### config.mk
export PLATFORM = sky130hd
export DESIGN_NAME = data_mem_ctrl
export DESIGN_NICKNAME = d
export VERILOG_FILES = /design/src/rtl/mem_pkg.sv /design/src/rtl/mem_access_align.sv /design/src/rtl/data_mem_ctrl.sv
export SDC_FILE = /design/constraint.sdc
export NUM_CORES = 2
export LEC_CHECK = 0
export ABC_AREA = 0
export CORE_MARGIN = 2
export CORE_UTILIZATION = 45
export CTS_BUF_LIST = sky130_fd_sc_hd__clkbuf_8
export DETAILED_ROUTE_END_ITERATION = 12
export PLACE_DENSITY = 0.66
export SYNTH_ARGS = -nofsm -noshare
export SYNTH_HDL_FRONTEND = slang
export SYNTH_HIERARCHICAL = 1
export SYNTH_SLANG_ARGS = --single-unit
### constraint.sdc
create_clock -name clk -period 6.9 [get_ports clk]
set_clock_uncertainty 0.2 [all_clocks]
set_input_delay 1.035 -clock clk [delete_from_list [all_inputs] [get_ports clk]]
set_output_delay 1.035 -clock clk [all_outputs]
set_load 0.005 [all_outputs]
### src/rtl/mem_pkg.sv
// Shared encodings and lane helpers for the MEM-stage data memory.
// Lane selection and load extension live here so RTL and tools agree on them.
package mem_pkg;

    localparam logic [1:0] SZ_BYTE = 2'b00;
    localparam logic [1:0] SZ_HALF = 2'b01;
    localparam logic [1:0] SZ_WORD = 2'b10;

    typedef enum logic {
        CLEAR = 1'b0,
        IDLE  = 1'b1
    } state_e;

    function automatic logic [3:0] lane_be(input logic [1:0] size, input logic [1:0] lane);
        case (size)
            SZ_BYTE: return 4'b0001 << lane;
            SZ_HALF: return lane[1] ? 4'b1100 : 4'b0011;
            SZ_WORD: return 4'b1111;
            default: return 4'b0000;
        endcase
    endfunction

    function automatic logic [31:0] load_extract(input logic [31:0] word, input logic [1:0] size,
                                                 input logic [1:0] lane, input logic sign_ext);
        logic [31:0] shifted;
        shifted = word >> {lane, 3'b000};
        case (size)
            SZ_BYTE: return {{24{sign_ext & shifted[7]}}, shifted[7:0]};
            SZ_HALF: return {{16{sign_ext & shifted[15]}}, shifted[15:0]};
            SZ_WORD: return word;
            default: return 32'h0;
        endcase
    endfunction

endpackage

### src/rtl/mem_access_align.sv
// Combinational access decode: window hit, alignment fault, byte enables,
// write-data lane shift and load extraction/extension.
module mem_access_align
    import mem_pkg::*;
#(
    parameter int          DEPTH     = 128,
    parameter logic [31:0] BASE_ADDR = 32'h0000_0000,
    parameter int          AW        = $clog2(DEPTH)
) (
    input  logic          rd,
    input  logic          wr,
    input  logic          busy,
    input  logic [1:0]    size,
    input  logic          sign_ext,
    input  logic [31:0]   addr,
    input  logic [31:0]   wdata,
    input  logic [31:0]   ram_word,
    output logic [AW-1:0] word_idx,
    output logic [3:0]    be,
    output logic [31:0]   wword,
    output logic          fault,
    output logic [31:0]   rdata
);

    logic [31:0] offset;
    logic [1:0]  lane;
    logic        hit;
    logic        misalign;
    logic        legal;

    // BASE_ADDR is aligned to the window size, so the offset's low bits equal addr[1:0].
    assign offset   = addr - BASE_ADDR;
    assign lane     = offset[1:0];
    assign hit      = (offset[31:AW+2] == '0);
    assign word_idx = offset[AW+1:2];

    always_comb begin
        misalign = 1'b0;
        case (size)
            SZ_BYTE: misalign = 1'b0;
            SZ_HALF: misalign = lane[0];
            SZ_WORD: misalign = (lane != 2'b00);
            default: misalign = 1'b1;
        endcase
    end

    assign fault = (rd | wr) & ~busy & (~hit | misalign);
    assign legal = ~busy & ~fault;
    assign be    = (wr & legal) ? lane_be(size, lane) : 4'b0000;
    assign wword = wdata << {lane, 3'b000};
    assign rdata = (rd & legal) ? load_extract(ram_word, size, lane, sign_ext) : 32'h0;

endmodule

### src/rtl/data_mem_ctrl.sv
// MEM-stage data memory: byte-lane RAM, clear sequencer and sticky fault latch.
// The clear walks one word per cycle so the RAM keeps a single write port.
module data_mem_ctrl
    import mem_pkg::*;
#(
    parameter int          DEPTH     = 128,
    parameter logic [31:0] BASE_ADDR = 32'h0000_0000
) (
    input  logic        clk,
    input  logic        reset,
    input  logic        rd,
    input  logic        wr,
    input  logic [1:0]  size,
    input  logic        sign_ext,
    input  logic [31:0] addr,
    input  logic [31:0] wdata,
    input  logic        clr,
    output logic [31:0] rdata,
    output logic        busy,
    output logic        fault,
    output logic        err_valid,
    output logic [31:0] err_addr
);

    localparam int AW = $clog2(DEPTH);

    state_e        state_q, state_d;
    logic [AW-1:0] idx_q, idx_d;
    logic          err_valid_q, err_valid_d;
    logic [31:0]   err_addr_q, err_addr_d;

    logic [AW-1:0] acc_idx;
    logic [3:0]    acc_be;
    logic [31:0]   acc_wword;
    logic [AW-1:0] ram_waddr;
    logic [3:0]    ram_be;
    logic [31:0]   ram_wdata;
    logic [31:0]   ram_word;

    assign busy      = (state_q == CLEAR);
    assign err_valid = err_valid_q;
    assign err_addr  = err_addr_q;

    mem_access_align #(
        .DEPTH     (DEPTH),
        .BASE_ADDR (BASE_ADDR),
        .AW        (AW)
    ) u_align (
        .rd       (rd),
        .wr       (wr),
        .busy     (busy),
        .size     (size),
        .sign_ext (sign_ext),
        .addr     (addr),
        .wdata    (wdata),
        .ram_word (ram_word),
        .word_idx (acc_idx),
        .be       (acc_be),
        .wword    (acc_wword),
        .fault    (fault),
        .rdata    (rdata)
    );

    always_comb begin
        state_d     = state_q;
        idx_d       = idx_q;
        err_valid_d = err_valid_q;
        err_addr_d  = err_addr_q;
        ram_be      = 4'b0000;
        ram_waddr   = acc_idx;
        ram_wdata   = acc_wword;
        case (state_q)
            CLEAR: begin
                ram_be    = 4'b1111;
                ram_waddr = idx_q;
                ram_wdata = 32'h0;
                if (clr) begin
                    idx_d = '0;
                end else if (idx_q == AW'(DEPTH - 1)) begin
                    idx_d   = '0;
                    state_d = IDLE;
                end else begin
                    idx_d = idx_q + AW'(1);
                end
            end
            default: begin
                // A clear request outranks any store or fault in the same cycle.
                if (clr) begin
                    state_d     = CLEAR;
                    idx_d       = '0;
                    err_valid_d = 1'b0;
                    err_addr_d  = 32'h0;
                end else begin
                    ram_be = acc_be;
                    if (fault && !err_valid_q) begin
                        err_valid_d = 1'b1;
                        err_addr_d  = addr;
                    end
                end
            end
        endcase
    end

    always_ff @(posedge clk or negedge reset) begin
        if (!reset) begin
            state_q     <= CLEAR;
            idx_q       <= '0;
            err_valid_q <= 1'b0;
            err_addr_q  <= 32'h0;
        end else begin
            state_q     <= state_d;
            idx_q       <= idx_d;
            err_valid_q <= err_valid_d;
            err_addr_q  <= err_addr_d;
        end
    end

    // One byte-wide array per lane gives per-lane write enables on a shared address.
    generate
        for (genvar gi = 0; gi < 4; gi++) begin : g_lane
            logic [7:0] ram [DEPTH];
            always_ff @(posedge clk) begin
                if (ram_be[gi]) begin
                    ram[ram_waddr] <= ram_wdata[8*gi +: 8];
                end
            end
            assign ram_word[8*gi +: 8] = ram[acc_idx];
        end
    endgenerate

endmodule

==> results.yml <==
cts:
  cts_buffers: 652
  ctsRootBufferMaster: "clkbuf_8"
  cts_max_path_buffers: 4
  cts_tree: "yes"
  clk_pin_slew_worst_paths_ps: 60
  cts_sinks: 4137
  cts.htree.levels: 6
  insertion_delay_ps: 1200
cells_and_area:
  drive_above_1_share: 0.340
  final_nets: 7835
  fin_cells: 13029
  syn2layout_area_growth_pct: 13.8
  final_util: 0.515
  fill_cells: 27229
logic_synthesis:
  yosys.area_share.adder: 0.0000777
  syn_nets: 6947
  synthMostInstantiatedCell: "edfxtp_1"
  synth_xor_area_frac: 0.000163
  muxShareOfSynthArea: 0.193
  synth_cell_type_count: 51
  yosys.area_share.simple: 0.0189
  ys_warn_count: 6
  synth_area_leaders: "edfxtp_1 (76%), mux4_2 (19%), nor2_1 (1.3%)"
  syn_inst: 6874
  netlist_area_mm2: 0.161
  synth_edf_count: 4096
  synthTopCellsByCount: "edfxtp_1 (4096), mux4_2 (1344), nor2_1 (541), clkbuf_1 (278), buf_2 (103)"
  synth_top_family_by_area: "multiplexers"
  synth_compound_area_frac: 0.00682
  synth_top_cell_area_share: 0.764
  ys_ff_latch: 4137
  avgSynthCellArea_um2: 23.4
  seq_area_frac_synth: 0.770
  synth_ff_type: "edfxtp_1"
  yosysTopAreaCell: "edfxtp_1"
  async_flop_share: 0.00991
global_routing:
  gr-usage-all-layers: 0.218
  antenna_found_initial: 14
  grt_use_met2: 0.353
  grt_max_degree: 102
  busiest_layer: "met2"
  grtUsageMet1: 0.302
  first_global_vias: 78665
  grt_overflow_total: 0
  grtUsageMet3: 0.0349
  grt_pass1_wl_mm: 572
critical_path:
  rrSetupSlack_ps: 2700
  cp_slowest_cell: "mux4_2"
  crit_fanout: 40
  rr_worst_depth: 6
  endpoint_kind: "output port"
  crit_required_ps: 5660
  r2r-end: "g_lane[3].ram[64][0]"
  start_kind: "primary input"
  crit_arrival_ps: 5660
  cp_num_buf_inv: 6
  max_stage_delay_ps: 570
  cp_top_family: "buffers and inverters"
  path_cells: "buf_8 > buf_12 > buf_4 > mux4_2 > mux4_2 > mux4_2 > mux2_4 > a22oi_2 > buf_4 > a2bb2oi_2 > buf_4 > nor2_1 > clkdlybuf4s50_1"
  r2r-start: "state_q"
  critPathKind: "primary input to output port"
power:
  intPower_w: 0.0378
  pwr-share-clk: 0.392
  p_comb_frac: 0.049
  p_switching_w: 0.0110
  vdd_drop_max_uv: 204
  switching_share: 0.225
  power_leakage_nw: 61.1
  sequentialPowerShare: 0.560
  pwr_density_cell_mw_per_mm2: 266
sta:
  relSlewSlack: 0.129
  period_needed_ps: 6900
  worst_hold_slack_ps: 268
  hold_violations: 0
  setup_viol: 0
  worst_pin_slew_ps: 1290
  drv_slew: 0
  rsz0062_at_grt: "false"
  tns_ps: 0
  fin_crit_sh: 1.00
  clock.fmax_mhz: 145
drt:
  via_per_inst: 5.92
  drt_iter0_drc: 9535
  final_antenna_net_count: 0
  routed_wl_mm: 400
  drtPass1Iterations: 6
  post_drt_wl_per_cell_um: 30.7
  vias: 77157
  remaining_drc_errors: 0
die:
  start_util: 0.452
  row_count: 219
  boundaryPins: 139
  dieArea_mm2: 0.363
  die_y_um: 602
  core_mm2: 0.356
  die_x_um: 602
worst_hold_path:
  hold_path_class: "primary input to async pin"
placed_design:
  place_congestion: 0.867
  io_buffers: 138
  place_hpwl_mm: 250
  dp_cells: 11856
run_status:
  outcome: "completed"
job:
  max_cap_violations: 0
## registers in the layout, summed over array words and instances (netlist names)
| register | flops |
|---|---|
| err_valid | 1 |
| g_lane.ram | 4096 |
| err_addr | 32 |
| idx_q | 7 |
| state_q | 1 |
## layout by cell type (no fill, tap or decap), types with 7 or more instances in the layout
cell / instances
clkinvlp_4: 14
clkinv_2: 69
buf_4: 462
clkinv_1: 161
mux4_2: 1344
o2bb2ai_1: 7
and2_4: 32
clkinv_8: 9
inv_8: 8
inv_6: 16
clkbuf_8: 663
mux2i_1: 27
nor2b_1: 17
a21oi_1: 24
clkdlybuf4s50_1: 128
buf_12: 55
a22oi_1: 10
a22o_1: 32
diode_2: 7
and2_1: 8
nand2_2: 14
nand3_1: 10
bufinv_16: 13
a211oi_1: 8
inv_1: 209
o21ai_0: 7
dfrtp_1: 40
nand2_1: 81
nor2_1: 541
edfxtp_1: 4096
mux2_2: 40
a21oi_2: 23
## power by group through the flow
stage | sequential, W | combinational [W] | clock, W
floorplan | 0.0278 | 0.00135 | 0
global placement | 0.0278 | 0.00236 | 0
detailed placement | 0.0278 | 0.00236 | 0
CTS | 0.0273 | 0.00238 | 0.0194
global route | 0.0273 | 0.00244 | 0.0205
finish | 0.0273 | 0.00238 | 0.0191
## how the worst max path moves through the flow
stage | slack (ps) | from | cells past startpoint | end
5_1_grt | 7 | addr[4] | 13 | rdata[4]
3_3_place_gp | -330 | addr[2] | 14 | rdata[1]
2_1_floorplan | 930 | addr[2] | 12 | rdata[21]
3_5_place_dp | -340 | addr[2] | 14 | rdata[1]
4_1_cts | 10 | addr[2] | 14 | rdata[1]
6_report | 1 | addr[4] | 13 | rdata[1]
## worst register-to-register path: cells and delay by family (launching register included)
| kind | cells | cell delay (ps) |
|---|---|---|
| flops | 1 | 390 |
| compound gates | 1 | 190 |
| simple gates | 3 | 2100 |
| buf+inv | 2 | 850 |
## logic make-up (layout without fill, tap and decap cells)
group | count (synthesis) | after routing
simple gates | 737 | 737
mux | 1414 | 1414
fa+ha+maj | 1 | 1
flops | 4137 | 4137
other cells | 0 | 7
xor+xnor | 3 | 3
compound gates | 146 | 146
buf+inv | 436 | 1833
## cell type report
class                      instances  area, µm²  share of cell area
timing repair buffer             662       6110              0.0333
clock buffer                     663       9130              0.0498
inverter                           8       30.0            0.000164
tap                             4751       5940              0.0324
sequential                      4137     124000               0.676
multi-input combinational       2301      35400               0.193
clock inverter                   500       2700              0.0147
antenna                            7       17.5           0.0000955
## layer usage
layer / routed length (µm) / share of wire
met5: 43 / 0.00011
met4: 15500 / 0.039
met3: 32700 / 0.082
met1: 156000 / 0.39
met2: 196000 / 0.49
## timing repair
item,4_1_cts,5_1_grt
hold buffers,1,0
resized for setup,10,7
hold endpoints to repair,41,0
endpoints found under the setup margin,6,6
gates cloned,0,2
pin swaps,0,3
setup buffers,0,0
## metrics by stage
| step | power, W | cell area [µm²] | worst slack (ps) |
|---|---|---|---|
| after detailed placement | 0.0302 | 171000 | -343 |
| final | 0.0488 | 183000 | 1.49 |
| after floorplan | 0.0292 | 161000 | 934 |
| after global placement | 0.0302 | 171000 | -329 |
| after CTS | 0.0491 | 183000 | 13.2 |
| after global routing | 0.0502 | 183000 | 6.80 |
Power figures use the tool's default switching activity.
